===== config.mk =====
export PLATFORM = sky130hd
export DESIGN_NAME = alu_op_sched
export DESIGN_NICKNAME = d
export VERILOG_FILES = /design/src/rtl/alu_ctrl_pkg.sv /design/src/rtl/rr_arbiter.sv /design/src/rtl/alu_op_sched.sv
export SDC_FILE = /design/constraint.sdc
export NUM_CORES = 1
export LEC_CHECK = 0
export ABC_AREA = 0
export CAP_MARGIN = 10
export CORE_MARGIN = 2
export CORE_UTILIZATION = 38
export CTS_CLUSTER_SIZE = 16
export DETAILED_ROUTE_END_ITERATION = 12
export PLACE_DENSITY = 0.8
export SETUP_SLACK_MARGIN = 0.15
export SLEW_MARGIN = 20
export SYNTH_ARGS = -nofsm -noshare
export SYNTH_HDL_FRONTEND = slang
export SYNTH_SLANG_ARGS = --single-unit

===== constraint.sdc =====
create_clock -name clk -period 2.2 [get_ports clk]
set_input_delay 0.22 -clock clk [delete_from_list [all_inputs] [get_ports clk]]
set_output_delay 0.22 -clock clk [all_outputs]
set_load 0.005 [all_outputs]

===== src/rtl/alu_ctrl_pkg.sv =====
// Shared constants for the ALU operation scheduler: FSM encodings, ALU in_sel
// codes and default datapath widths.
package alu_ctrl_pkg;

  localparam int DEF_DATA_W = 8;
  localparam int DEF_OP_W   = 7;

  localparam logic [1:0] IDLE = 2'b00;
  localparam logic [1:0] LOAD = 2'b01;
  localparam logic [1:0] WAIT = 2'b10;
  localparam logic [1:0] RESP = 2'b11;

  localparam logic [2:0] INSEL_PERSIST = 3'b100;
  localparam logic [2:0] INSEL_LOAD    = 3'b010;
  localparam logic [2:0] INSEL_RESET   = 3'b001;

endpackage


===== src/rtl/rr_arbiter.sv =====
// Round-robin arbiter: one-hot grant to the first asserted request at or
// above rr_ptr, wrapping modulo NREQ. Pointer update is left to the caller.
module rr_arbiter #(
  parameter int NREQ = 2
) (
  input  logic [NREQ-1:0]         req,
  input  logic                    en,
  input  logic [$clog2(NREQ)-1:0] rr_ptr,
  output logic [NREQ-1:0]         grant
);

  localparam int ID_W = $clog2(NREQ);

  logic [ID_W:0]   sum;
  logic [ID_W-1:0] idx;
  logic            found;

  always_comb begin
    grant = '0;
    found = 1'b0;
    sum   = '0;
    idx   = '0;
    for (int k = 0; k < NREQ; k++) begin
      // rr_ptr < NREQ, so a single conditional subtract performs the wrap
      sum = {1'b0, rr_ptr} + (ID_W+1)'(k);
      if (sum >= (ID_W+1)'(NREQ)) sum = sum - (ID_W+1)'(NREQ);
      idx = sum[ID_W-1:0];
      if (en && !found && req[idx]) begin
        grant[idx] = 1'b1;
        found      = 1'b1;
      end
    end
  end

endmodule


===== src/rtl/alu_op_sched.sv =====
// Schedules ops from NREQ requesters onto one shared ALU with round-robin
// arbitration. Optional illegal-op check enabled by defining ALU_OPCHK_EN.
module alu_op_sched
  import alu_ctrl_pkg::*;
#(
  parameter int DATA_W  = DEF_DATA_W,
  parameter int OP_W    = DEF_OP_W,
  parameter int NREQ    = 2,
  parameter int ALU_LAT = 1
) (
  input  logic                     clk,
  input  logic                     rst,
  input  logic [NREQ-1:0]          req_valid,
  output logic [NREQ-1:0]          req_ready,
  input  logic [NREQ*DATA_W-1:0]   req_a,
  input  logic [NREQ*DATA_W-1:0]   req_b,
  input  logic [NREQ*OP_W-1:0]     req_op,
  output logic                     rsp_valid,
  input  logic                     rsp_ready,
  output logic [$clog2(NREQ)-1:0]  rsp_id,
  output logic [DATA_W-1:0]        rsp_data,
  output logic                     rsp_err,
  output logic                     alu_on,
  output logic [2:0]               alu_in_sel,
  output logic [DATA_W-1:0]        alu_num1,
  output logic [DATA_W-1:0]        alu_num2,
  output logic [OP_W-1:0]          alu_out_sel,
  input  logic [DATA_W-1:0]        alu_out,
  output logic [1:0]               ctrl_state
);

  localparam int ID_W  = $clog2(NREQ);
  localparam int CNT_W = (ALU_LAT > 1) ? $clog2(ALU_LAT) : 1;

  // Handshakes: a transfer happens on a rising edge where valid && ready.
  // req_ready is one-hot, only in IDLE, and does not depend on future valid;
  // rsp_valid/rsp_id/rsp_data/rsp_err stay stable until rsp_ready is seen.

  logic [1:0]        state;
  logic [ID_W-1:0]   rr_ptr;
  logic [ID_W-1:0]   id_q;
  logic [ID_W-1:0]   gnt_id;
  logic [ID_W-1:0]   ptr_next;
  logic [NREQ-1:0]   grant;
  logic [CNT_W-1:0]  cnt;
  logic              accept;
  logic              op_bad;
  logic [DATA_W-1:0] sel_a;
  logic [DATA_W-1:0] sel_b;
  logic [OP_W-1:0]   sel_op;

  rr_arbiter #(.NREQ(NREQ)) u_arb (
    .req    (req_valid),
    .en     (state == IDLE),
    .rr_ptr (rr_ptr),
    .grant  (grant)
  );

  assign req_ready  = grant;
  assign accept     = |grant;
  assign ctrl_state = state;

  always_comb begin
    gnt_id = '0;
    for (int i = 0; i < NREQ; i++) begin
      if (grant[i]) gnt_id = ID_W'(i);
    end
  end

  assign sel_a    = req_a[gnt_id*DATA_W +: DATA_W];
  assign sel_b    = req_b[gnt_id*DATA_W +: DATA_W];
  assign sel_op   = req_op[gnt_id*OP_W +: OP_W];
  assign ptr_next = (gnt_id == ID_W'(NREQ-1)) ? '0 : gnt_id + 1'b1;

`ifdef ALU_OPCHK_EN
  assign op_bad = ($countones(sel_op) != 1);

  always_ff @(posedge clk or negedge rst) begin
    if (!rst)                       rsp_err <= 1'b0;
    else if (state == IDLE && accept) rsp_err <= op_bad;
  end
`else
  assign op_bad  = 1'b0;
  assign rsp_err = 1'b0;
`endif

  // ALU controls are registered alongside the next state, so they always
  // reflect the current state and drop to reset values asynchronously.
  always_ff @(posedge clk or negedge rst) begin
    if (!rst) begin
      state       <= IDLE;
      rr_ptr      <= '0;
      id_q        <= '0;
      cnt         <= '0;
      rsp_valid   <= 1'b0;
      rsp_id      <= '0;
      rsp_data    <= '0;
      alu_on      <= 1'b0;
      alu_in_sel  <= INSEL_RESET;
      alu_num1    <= '0;
      alu_num2    <= '0;
      alu_out_sel <= '0;
    end else begin
      alu_on <= 1'b1;
      case (state)
        IDLE: begin
          alu_in_sel  <= INSEL_PERSIST;
          alu_out_sel <= '0;
          if (accept) begin
            id_q   <= gnt_id;
            rr_ptr <= ptr_next;
            if (op_bad) begin
              rsp_valid <= 1'b1;
              rsp_id    <= gnt_id;
              rsp_data  <= '0;
              state     <= RESP;
            end else begin
              alu_in_sel  <= INSEL_LOAD;
              alu_num1    <= sel_a;
              alu_num2    <= sel_b;
              alu_out_sel <= sel_op;
              state       <= LOAD;
            end
          end
        end
        LOAD: begin
          alu_in_sel <= INSEL_PERSIST;
          cnt        <= CNT_W'(ALU_LAT-1);
          state      <= WAIT;
        end
        WAIT: begin
          if (cnt == '0) begin
            rsp_data  <= alu_out;
            rsp_id    <= id_q;
            rsp_valid <= 1'b1;
            state     <= RESP;
          end else begin
            cnt <= cnt - 1'b1;
          end
        end
        RESP: begin
          if (rsp_ready) begin
            rsp_valid   <= 1'b0;
            alu_out_sel <= '0;
            state       <= IDLE;
          end
        end
        default: state <= IDLE;
      endcase
    end
  end

endmodule


# --- Word-level counts from Yosys, hierarchy flattened ---
# Cells that the tools add are included.
totals:
  ff_bits: 42
  in_bits: 59
  elab_cells: 81
classes:
  addsub: 5
  mul: 1
  order_cmp: 6
  n_eq_ne: 6
  shift: 3
  mux: 29
  bitwise: 2
  n_reduce_logical: 17
op_table:
  columns: ["cell", "n"]
  rows:
  - ["16-bit by 5-bit variable part select with 8-bit output", 2]
  - ["1-bit 2-to-1 mux", 14]
  - ["7-bit 2-to-1 mux", 2]
  - ["7-bit case mux with 2 select lines", 1]
  - ["14-bit by 5-bit variable part select with 7-bit output", 1]
  - ["2-bit 2-to-1 mux", 5]
  - ["2-bit case mux with 4 select lines", 1]
  - ["2-bit nonzero test", 4]
  - ["2-bit != test (second input constant)", 3]
  - ["3-bit case mux with 2 select lines", 1]
  - ["2-bit AND reduction", 3]
  - ["3-bit AND reduction", 2]
  - ["1-bit logical AND", 5]
  - ["2-bit == test (second input constant)", 2]
  - ["1-bit by 2-bit less-than comparator with 1-bit output (second input constant)", 2]
  - ["1-bit by 3-bit multiplier with 4-bit output (second input constant)", 1]
  - ["1-bit case mux with 2 select lines", 2]
  - ["3-bit 2-to-1 mux", 1]
  - ["1-bit subtractor (second input constant)", 3]
  - ["1-bit by 1-bit adder with 2-bit output (second input constant)", 1]
  - ["1-bit demux with 1-bit select", 2]
  - ["2-bit by 1-bit == test with 1-bit output (second input constant)", 1]
  - ["1-bit greater-or-equal comparator (second input constant)", 2]
  - ["1-bit by 2-bit greater-or-equal comparator with 1-bit output (second input constant)", 1]
  - ["7 further kinds", 7]

# --- Depth between registers and ports, before layout ---
# Gate-level depths: netlist of the first run.
depth:
  depth_word: 15
  depth_mapped: 8
  ltp_nobuf: 6

# --- By module ---
# A second synthesis of the first run with hierarchy kept.
unflattened:
  hier_cells: 164
  area_unflattened_um2: 1880.6
modules_own_cells:
  columns: ["module", "instances", "cells_per_inst", "area_per_inst_um2"]
  rows:
  - ["alu_op_sched", 1, 159, 1859.3]
  - ["rr_arbiter", 1, 5, 21.3]

# --- Worst setup path before layout of the first run ---
# No wires, ideal clock.
synth_path:
  kind: "flip-flop to output port"
  from: "register state[0] (netlist: ctrl_state[0])"
  to: "output port req_ready[1]"
  t_arrival_ns: 1.373
  required_time_ns: 1.980
  setup_slack_ns: 0.607
  path_stages_with_launch: 8
  path_cell_list: "dfrtp_1 inv_1 ha_1 buf_4 nand2_4 a21oi_4 buf_4 buf_4"
synth_between:
  elab_chain_len: 7
  elab_cells_between_ends: 9
  cone_classes: "mux: 3; bitwise: 1; reduce/logical: 5"
synth_lines:
  columns: ["element", "line", "source"]
  rows:
  - ["start, declared", "alu_op_sched.sv:39", "logic [1:0] state;"]
  - ["start signal, assigned", "alu_op_sched.sv:91", "state <= IDLE;"]
  - ["start signal, assigned", "alu_op_sched.sv:116", "state <= RESP;"]
  - ["start signal, assigned", "alu_op_sched.sv:122", "state <= LOAD;"]
  - ["2-bit zero test (*)", "alu_op_sched.sv:54", ".en (state == IDLE),"]
  - ["1-bit logical AND", "rr_arbiter.sv:28", "if (en && !found && req[idx]) begin"]
  - ["1-bit 2-to-1 mux", "rr_arbiter.sv:28", null]
  - ["1-bit zero test", "rr_arbiter.sv:28", null]
  - ["1-bit logical AND (2 in a row)", "rr_arbiter.sv:28", null]
  - ["2-bit 2-to-1 mux (*)", "rr_arbiter.sv:28", null]
  - ["end, declared", "alu_op_sched.sv:14", "output logic [NREQ-1:0] req_ready,"]
# Mark *: on every way between the ends. The rest lies on a longest branch, timed or not.

# --- Worst setup path after layout of the first run ---
layout_path:
  from: "register state[0] (netlist: ctrl_state[0])"
  to: "register alu_out_sel[1]"
layout_between:
  elab_chain_len: 12
  elab_cells_between_ends: 19
  cone_classes: "mul: 1; eq/ne: 2; shift: 1; mux: 6; bitwise: 1; reduce/logical: 8"
layout_lines:
  columns: ["element", "line", "source"]
  rows:
  - ["2-bit zero test", "alu_op_sched.sv:54, alu_op_sched.sv:105", null]
  - ["1-bit logical AND", "rr_arbiter.sv:28", null]
  - ["1-bit 2-to-1 mux", "rr_arbiter.sv:28", null]
  - ["1-bit zero test", "rr_arbiter.sv:28", null]
  - ["1-bit logical AND (2 in a row)", "rr_arbiter.sv:28", null]
  - ["2-bit 2-to-1 mux", "rr_arbiter.sv:28", null]
  - ["1-bit 2-to-1 mux", "alu_op_sched.sv:66", "if (grant[i]) gnt_id = ID_W'(i);"]
  - ["1-bit by 3-bit multiplier with 4-bit output", "alu_op_sched.sv:72", "assign sel_op = req_op[gnt_id*OP_W +: OP_W];"]
  - ["14-bit by 5-bit variable part select with 7-bit output", "alu_op_sched.sv:72", null]
  - ["7-bit 2-to-1 mux", "alu_op_sched.sv:109", "if (accept) begin"]
  - ["7-bit case mux with 2 select lines", "alu_op_sched.sv:105", "case (state)"]
  - ["end signal, assigned", "alu_op_sched.sv:121", "alu_out_sel <= sel_op;"]
  - ["end, declared", "alu_op_sched.sv:27", "output logic [OP_W-1:0] alu_out_sel,"]
# Several ways; a longest one is shown, not always the timed one.
# A chain may end at the register's enable or synchronous reset.

==> results of run 1 <==
==> metal layers <==
metal,vias to the layer above,wire length [µm],GRT usage [%],share of wire (%)
li1,712,-,-,-
met4,0,50,5.45,1.2
met3,5,446,6.94,10
met1,724,1770,20.5,42
met5,-,0,0,0
met2,70,2000,28.2,47
==> stage by stage <==
stage	setup slack [ns]	total power, mW	cell area (µm²)	cells	utilization [%]
finish	0.570	3.65	2910	298	66.0
global route	0.455	3.93	2910	298	66.0
global placement	0.375	3.01	2780	290	63.0
detailed placement	0.331	3.05	2780	290	63.0
floorplan	0.607	2.11	1770	144	-
CTS	0.173	3.70	2910	298	65.9
==> worst min path at each step <==
stage | end | depth (start not counted) | slack (ns)
global route | alu_num1[3] | 1 | 0.13
floorplan | alu_in_sel[1] | 0 | -0.08
CTS | rsp_data[7] | 1 | 0.08
finish | alu_out_sel[3] | 1 | 0.04
detailed placement | alu_out_sel[3] | 1 | 0.42
global placement | alu_out_sel[3] | 1 | 0.39
==> final cells by class <==
type / count / area (µm²) / share of cell area, %
clock buffer: 5 / 68.8 / 2.36
sequential: 41 / 1030 / 35.3
timing repair buffer: 103 / 1020 / 35.0
tap: 52 / 65.1 / 2.23
clock inverter: 3 / 46.3 / 1.59
inverter: 20 / 75.1 / 2.58
multi-input combinational: 74 / 609 / 20.9
==> power groups by stage <==
stage	registers [mW]	logic (mW)	clock network, mW
2_1_floorplan	1.32	0.788	0
3_3_place_gp	1.29	1.72	0
3_5_place_dp	1.31	1.74	0
4_1_cts	1.30	1.78	0.627
5_1_grt	1.35	1.92	0.655
6_report	1.30	1.74	0.607
==> flip-flops by register name, summed over array words and instances (netlist names) <==
| signal | cells |
|---|---|
| alu_in_sel | 3 |
| alu_num1 | 8 |
| alu_num2 | 8 |
| alu_on | 1 |
| alu_out_sel | 7 |
| ctrl_state | 2 |
| id_q | 1 |
| rr_ptr | 1 |
| rsp_data | 8 |
| rsp_id | 1 |
| rsp_valid | 1 |
==> layout by cell type (no fill, tap or decap), types with 2 or more instances in the layout <==
cell type / count
a21o_1: 2
a21oi_1: 3
a222oi_1: 16
buf_4: 4
clkbuf_8: 5
clkdlybuf4s50_1: 96
conb_1: 2
dfrtp_1: 39
dlymetal6s2s_1: 2
ha_1: 3
inv_1: 18
inv_2: 2
mux2_2: 9
mux2i_1: 7
nand2_1: 9
nand2b_1: 2
nor2b_1: 2
o21ai_0: 8
o21ai_1: 3
==> critical path: cells and delay by family, from the launching register on <==
family / cells / cell delay, ns
flip-flops: 1 / 0.45
AO/OA/AOI/OAI: 2 / 0.22
buffers and inverters: 2 / 0.34
multiplexers: 1 / 0.23
AND/OR/NAND/NOR: 1 / 0.06
adder cells (fa/ha/maj): 1 / 0.19
==> repair_timing <==
| action | 4_1_cts | 5_1_grt |
|---|---|---|
| pin swaps | 0 | 0 |
| gates cloned | 0 | 0 |
| endpoints found under the setup margin | 2 | 2 |
| resized for setup | 3 | 4 |
==> cell families (layout without fill, tap and decap cells) <==
group / count (synthesis) / after routing / share of synthesized area, %
buf+inv: 29 / 131 / 8.01
compound gates: 36 / 36 / 16.2
other cells: 2 / 2 / 0.425
flops: 41 / 41 / 58.2
fa+ha+maj: 4 / 4 / 2.83
mux: 16 / 16 / 9.71
simple gates: 16 / 16 / 4.61
==> flow_summary.json, run 1 <==
{
  "outcome": "complete, no violations",
  "antenna_found_initial": 0,
  "fp.dieW_um": 72.2,
  "dpl.hpwl_um": 3090,
  "tritoncts": "built",
  "clock_sinks": 41,
  "fmax_ghz": 0.613,
  "netSwitchingPower_mw": 1.14,
  "path_clk_slew_ns": 0.08,
  "yosysMostFrequentCell": "dfrtp_1",
  "worstReg2RegEnd": "alu_out_sel[1]",
  "cp_max_fo": 13,
  "drcViolationCount": 0,
  "diodes": 0,
  "whs_ns": 0.0414,
  "cp.arrival_ns": 1.78,
  "io_buffers": 99,
  "vias_per_cell": 5.07,
  "first_pass_iters": 6,
  "hold_violations": 0,
  "skew_ns": 0.00342,
  "cts-buffers-inserted": 5,
  "synth_flop_cell": "dfrtp_1",
  "r2r_slack_ns": 0.57,
  "die_area_mm2": 0.00521,
  "timing.final.crit_share_pct": 74.1,
  "crit_path_start_kind": "flip-flop",
  "grt_pass1_wl_um": 6930,
  "synth_top_cell_area_share_pct": 56.7,
  "core_mm2": 0.00441,
  "ios": 101,
  "timing.critical_path.cells": "inv_2 -> ha_4 -> nand2_4 -> a21oi_4 -> buf_4 -> mux2i_1 -> o21ai_0",
  "grt_max_degree": 42,
  "drt-initial-drc-count": 103,
  "p_seq_share_pct": 35.6,
  "synth_fp_nets": 207,
  "combPwrFrac_pct": 47.8,
  "grt_pass1_vias": 1526,
  "synth_area_leaders": "dfrtp_1 57%, a222oi_1 9.1%, mux2_2 5.7%",
  "switching_share_pct": 31.3,
  "yosys_warnings": 0,
  "maxSlewViolCount": 0,
  "setup_viol": 0,
  "track_usage_pct": 17.1,
  "drtAntennaViolNets": 0,
  "p_clk_share_pct": 16.6,
  "synth-seq-cells": 41,
  "pwr_density_cell_mw_per_mm2": 1250,
  "p_int_mw": 2.51,
  "fillCellCount": 367,
  "grt.overflow.total": 0,
  "r2r-start": "ctrl_state[0]",
  "syn_inst": 144,
  "postCtsSetupRepairBufs": 0,
  "worstMarginPinSlew_ns": 0.887,
  "period_needed_ns": 1.63,
  "synth_edf_count": 0,
  "critPathKind": "flip-flop to flip-flop",
  "critPathSlowestCell": "dfrtp_2",
  "syn2layout_area_growth_pct": 65.1,
  "leakage_nw": 1.34,
  "critPathMaxStageDelay_ns": 0.45,
  "endpoint": "alu_out_sel[1]",
  "num_vias": 1511,
  "rsz0062_at_grt": "false",
  "num_rows": 24,
  "wirelength_um": 4270,
  "setup_tns_ns": 0,
  "hp-class": "primary input to async pin",
  "die_height_um": 72.2,
  "start_util_pct": 40.0,
  "gp_congestion": 0.717,
  "holdBufCountCts": 0,
  "syn-cell-area_mm2": 0.00177,
  "drv_cap": 0,
  "clk_latency_ns": 0.30,
  "critPathCaptureType": "flip-flop",
  "wl_per_cell_um": 14.3,
  "netlist_top_cells_count": "40 x dfrtp_1, 20 x inv_1, 16 x a222oi_1",
  "synthArstFlopShare_pct": 100,
  "synth_top_area_cell": "dfrtp_1",
  "seq_area_frac_synth_pct": 58.2,
  "root_buffer": "clkbuf_8",
  "required_ns": 2.35,
  "layout-drive-gt1-share_pct": 12.2,
  "ff2ff_path_depth": 7,
  "slew_headroom_pct": 40.9,
  "vdd_ir_drop_max_v": 0.000817,
  "synth_cell_types": 26,
  "syn_avg_cell_area_um2": 12.3,
  "critical_path.startpoint": "ctrl_state[0]",
  "num-nets-final": 308,
  "cts.path.max_buffers": 2,
  "h-tree-depth": 2
}
No activity file was read; power rests on OpenSTA's default activity.
==> run 2: changes to the inputs <==
clock period = 1.5 ns   (was 2.2 ns; I/O delays follow)
==> run 2 against run 1 <==
Against the previous run: clock power rose by 20%; worst hold slack improved by 0.28 ns; register-to-register slack got worse by 0.53 ns; setup slack got worse by 0.54 ns; die area did not move; critical path type is now flip-flop to output pin.
==> flow_summary.json, run 2 (synthesized netlist as in run 1, its figures left out) <==
{
  "vdd_ir_drop_max_v": 0.000941,
  "syn2layout_area_growth_pct": 76.9,
  "num_rows": 24,
  "h-tree-depth": 2,
  "dpl.hpwl_um": 3410,
  "first_pass_iters": 5,
  "grt.overflow.total": 0,
  "critical_path.startpoint": "ctrl_state[0]",
  "rsz0062_at_grt": "true",
  "gp_congestion": 0.734,
  "die_height_um": 72.2,
  "antenna_found_initial": 0,
  "grt_max_degree": 26,
  "cts-buffers-inserted": 5,
  "crit_family": "flip-flops",
  "io_buffers": 99,
  "maxSlewViolCount": 0,
  "whs_ns": 0.321,
  "diodes": 0,
  "ios": 101,
  "core_mm2": 0.00441,
  "period_needed_ns": 1.47,
  "r2r-start": "ctrl_state[0]",
  "cp_max_fo": 4,
  "cts.path.max_buffers": 2,
  "hold_violations": 0,
  "wl_per_cell_um": 15.2,
  "grt_pass1_vias": 1674,
  "p_int_mw": 3.93,
  "final_common_cell": "clkdlybuf4s50_1",
  "drv_cap": 0,
  "setup_viol": 0,
  "total_power_mw": 5.73,
  "tritoncts": "built",
  "drtAntennaViolNets": 0,
  "drcViolationCount": 0,
  "critPathSlowestCell": "dfrtp_1",
  "combPwrFrac_pct": 54.3,
  "clock_sinks": 41,
  "pwr_density_cell_mw_per_mm2": 1840,
  "hp-class": "primary input to async pin",
  "die_area_mm2": 0.00521,
  "timing.final.crit_share_pct": 98.1,
  "fmax_ghz": 0.680,
  "p_seq_share_pct": 32.9,
  "clk_latency_ns": 0.29,
  "timing.critical_path.cells": "inv_2 -> ha_4 -> nand2_1 -> a21oi_2 -> buf_2",
  "p_clk_share_pct": 12.7,
  "netSwitchingPower_mw": 1.80,
  "track_usage_pct": 18.6,
  "crit_cells": 5,
  "root_buffer": "clkbuf_8",
  "required_ns": 1.35,
  "critPathMaxStageDelay_ns": 0.39,
  "ff2ff_path_depth": 6,
  "layout-drive-gt1-share_pct": 19.4,
  "cp.arrival_ns": 1.32,
  "switching_share_pct": 31.5,
  "crit_buf_inv": 2,
  "vias_per_cell": 5.09,
  "fp.dieW_um": 72.2,
  "start_util_pct": 40.0,
  "crit_path_start_kind": "flip-flop",
  "num_vias": 1604,
  "outcome": "complete, no violations",
  "drt-initial-drc-count": 135,
  "critPathCaptureType": "output pin",
  "num-nets-final": 325,
  "path_clk_slew_ns": 0.07,
  "leakage_nw": 1.49,
  "setup_tns_ns": 0,
  "largestRegisters": "alu_num1 (8), alu_num2 (8), rsp_data (8)",
  "skew_ns": 0.00248,
  "critPathKind": "flip-flop to output pin",
  "wirelength_um": 4770,
  "utilization_pct": 70.7,
  "grt_pass1_wl_um": 7440,
  "final_cell_mix": "89 x clkdlybuf4s50_1, 40 x dfrtp_1, 18 x inv_1"
}
run 2: cell types whose count changed in the layout (fill, tap and decap cells not counted), sizes merged:
cell           delta
dlymetal6s2s      +2
buf              +18
clkbuf            +3
dlygate4sd3       +1
clkinv            -1
dlygate4sd2       +3
clkinvlp          -1
bufinv            -1
clkdlybuf4s50     -7
run 2: per-stage QoR:
step           cells  worst slack, ns  area (µm²)
2_1_floorplan    144          -0.0840        1770
3_3_place_gp     299           -0.188        2860
3_5_place_dp     299           -0.209        2860
4_1_cts          309           0.0248        3000
5_1_grt          315          -0.0954        3120
6_report         315           0.0285        3120
run 2: layer usage:
layer	global-route usage [%]	vias up	wire length, µm
met2	33.4	65	2400
li1	-	745	-
met3	6.25	7	400
met5	0	-	0
met4	6.29	0	72
met1	20.5	787	1900
run 2: path summary, 6_finish.rpt:
kind,slack [ns],end
worst max-delay path,0.03,req_ready[0]
worst min-delay path,0.32,alu_out_sel[1]
worst max register to register,0.04,alu_num2[2]
worst min register to register,0.49,alu_out_sel[4]
max in group asynchronous,0.63,alu_in_sel[0]
min in group clk,0.47,alu_num1[5]
run 2: layout make-up:
class	instances	area, µm²
clock buffer	8	90.1
fill	348	1290
inverter	20	75.1
multi-input combinational	74	671
sequential	41	1030
tap	52	65.1
timing repair buffer	120	1190
run 2: repair_timing:
item	4_1_cts	5_1_grt
buffers inserted	0	6
resized for setup	25	21
endpoints found under the hold margin	16	0
endpoints found under the setup margin	41	43
hold buffers	1	0
gates cloned	1	0
pin swaps	4	1
run 2: power groups by stage:
| stage | combinational, mW | clock, mW | sequential, mW |
|---|---|---|---|
| finish | 3.11 | 0.729 | 1.89 |
| global route | 3.39 | 0.809 | 1.94 |
| CTS | 2.83 | 0.757 | 1.89 |
| detailed placement | 2.73 | 0 | 1.89 |
| global placement | 2.66 | 0 | 1.88 |
| floorplan | 1.17 | 0 | 1.94 |
==> run 3: changes to the inputs <==
TNS_END_PERCENT = 1   (was not set)
==> run 3 against run 2 <==
Against the previous run: non-clock buffer count down 7; wire length down 6.7%; utilization down 2.3 points; critical path depth unchanged; first-iteration DRC count down 9.6%; worst hold slack better by 0.025 ns; final cell count down 2.2%.
==> flow_summary.json, run 3 (synthesized netlist as in run 1, its figures left out) <==
{
  "core_mm2": 0.00441,
  "worstReg2RegEnd": "alu_out_sel[0]",
  "die_height_um": 72.2,
  "outcome": "complete, no violations",
  "maxSlewViolCount": 0,
  "grt_max_degree": 25,
  "drtAntennaViolNets": 0,
  "multiInputGateArea_um2": 629,
  "critPathCaptureType": "output pin",
  "fp.dieW_um": 72.2,
  "p_seq_share_pct": 35.0,
  "ff_latch_area_mm2": 0.00103,
  "leakage_nw": 1.46,
  "grt_pass1_vias": 1535,
  "grt_util_met1_pct": 21.7,
  "cp_max_fo": 5,
  "setup_tns_ns": 0,
  "grt.overflow.total": 0,
  "largestRegisters": "alu_num1 (8), alu_num2 (8), rsp_data (8)",
  "fmax_ghz": 0.689,
  "gp_congestion": 0.741,
  "r2r_slack_ns": 0.06,
  "root_buffer": "clkbuf_8",
  "ios": 101,
  "final_common_cell": "clkdlybuf4s50_1",
  "num-nets-final": 318,
  "tritoncts": "built",
  "use_met3_pct": 6.81,
  "vdd_ir_drop_max_v": 0.000864,
  "grt_pass1_wl_um": 7080,
  "clk_latency_ns": 0.29,
  "total_power_mw": 5.37,
  "fillCellCount": 350,
  "p_int_mw": 3.67,
  "critPathKind": "flip-flop to output pin",
  "netSwitchingPower_mw": 1.69,
  "drcViolationCount": 0,
  "hp-class": "primary input to async pin",
  "timing.final.crit_share_pct": 96.8,
  "drt-initial-drc-count": 122,
  "first_pass_iters": 7,
  "path_clk_slew_ns": 0.07,
  "pwr_density_cell_mw_per_mm2": 1780,
  "top_usage_layer": "met2",
  "track_usage_pct": 17.6,
  "r2r-start": "ctrl_state[0]",
  "clock_sinks": 41,
  "combPwrFrac_pct": 51.5,
  "cts-buffers-inserted": 5,
  "diodes": 0,
  "num_rows": 24,
  "vias_per_cell": 4.97,
  "placed_area_mm2": 0.00286,
  "required_ns": 1.35,
  "dpl.hpwl_um": 3300,
  "drv_cap": 0,
  "period_needed_ns": 1.45,
  "postLayoutCellArea_mm2": 0.00302,
  "cp.arrival_ns": 1.30,
  "rsz0062_at_grt": "true",
  "ff2ff_path_depth": 7,
  "start_util_pct": 40.0,
  "io_buffers": 99,
  "postCtsSetupRepairBufs": 0,
  "syn2layout_area_growth_pct": 71.1,
  "instances_no_fill": 308,
  "final_cell_mix": "86 x clkdlybuf4s50_1, 40 x dfrtp_1, 18 x inv_1",
  "skew_ns": 0.00980,
  "setup_viol": 0,
  "use_met2_pct": 29.6,
  "crit_path_start_kind": "flip-flop",
  "die_area_mm2": 0.00521,
  "dp.cells": 299,
  "h-tree-depth": 2,
  "hold_violations": 0,
  "p_clk_share_pct": 13.6,
  "utilization_pct": 68.4,
  "wirelength_um": 4450,
  "num_vias": 1531,
  "layout-drive-gt1-share_pct": 16.0,
  "antenna_found_initial": 0,
  "wl_per_cell_um": 14.5,
  "switching_share_pct": 31.6,
  "cts.path.max_buffers": 2
}
## run 3: changes by cell type in the layout (fill, tap and decap cells not counted), moves of 2 or more
cell / delta
buf_4: -3
o21ai_0: -2
nor2b_1: +2
clkdlybuf4s50_1: -3
mux2_4: -9
nor2b_2: -2
dlymetal6s2s_1: +5
buf_6: -3
dlygate4sd2_1: -2
mux2_2: +9
## run 3: per-layer routing
layer	wire length (µm)	part of all wire, %
met5	0	0
met4	0	0
met3	419	9.4
met2	2190	49
met1	1850	41
## run 3: metrics by stage
step	hold slack, ns	setup slack [ns]
after global placement	0.112	-0.139
after floorplan	-0.146	-0.0920
after global routing	0.396	-0.0591
after detailed placement	0.122	-0.169
after CTS	0.335	0.0174
final	0.346	0.0478
## run 3: worst max-delay path, stage by stage, from the launching register on
cell and delay (ns):
dfrtp_1 0.39, inv_2 0.09, ha_4 0.17, nand2_4 0.06, a21oi_4 0.16, buf_2 0.16
## run 3: worst max-delay path by stage
stage	startpoint	to	slack [ns]
finish	ctrl_state[0]	req_ready[1]	0.05
CTS	ctrl_state[1]	alu_out_sel[3]	0.02
global route	ctrl_state[0]	alu_out_sel[0]	-0.06
floorplan	ctrl_state[0]	alu_num1[0]	-0.09
global placement	req_valid[1]	alu_out_sel[6]	-0.14
detailed placement	req_valid[0]	alu_out_sel[6]	-0.17
## run 3: what timing repair did
item | CTS | global route
endpoints found under the setup margin | 42 | 45
gates resized for setup | 16 | 16
pin swaps | 0 | 10
hold endpoints to repair | 17 | 0
hold buffers | 1 | 0
## run 3: cell type report
cell class	count	area share (%)
Multi-Input combinational cell	74	20.8
Inverter	20	2.49
Timing Repair Buffer	113	37.5
Clock buffer	8	2.98
Tap cell	52	2.15
Sequential cell	41	34.0
## run 3: power by group through the flow
stage	Combinational, mW	Sequential, mW	Clock, mW
2_1_floorplan	1.16	1.94	0
3_3_place_gp	2.68	1.87	0
3_5_place_dp	2.72	1.89	0
4_1_cts	2.77	1.88	0.761
5_1_grt	3.04	1.94	0.803
6_report	2.76	1.88	0.728
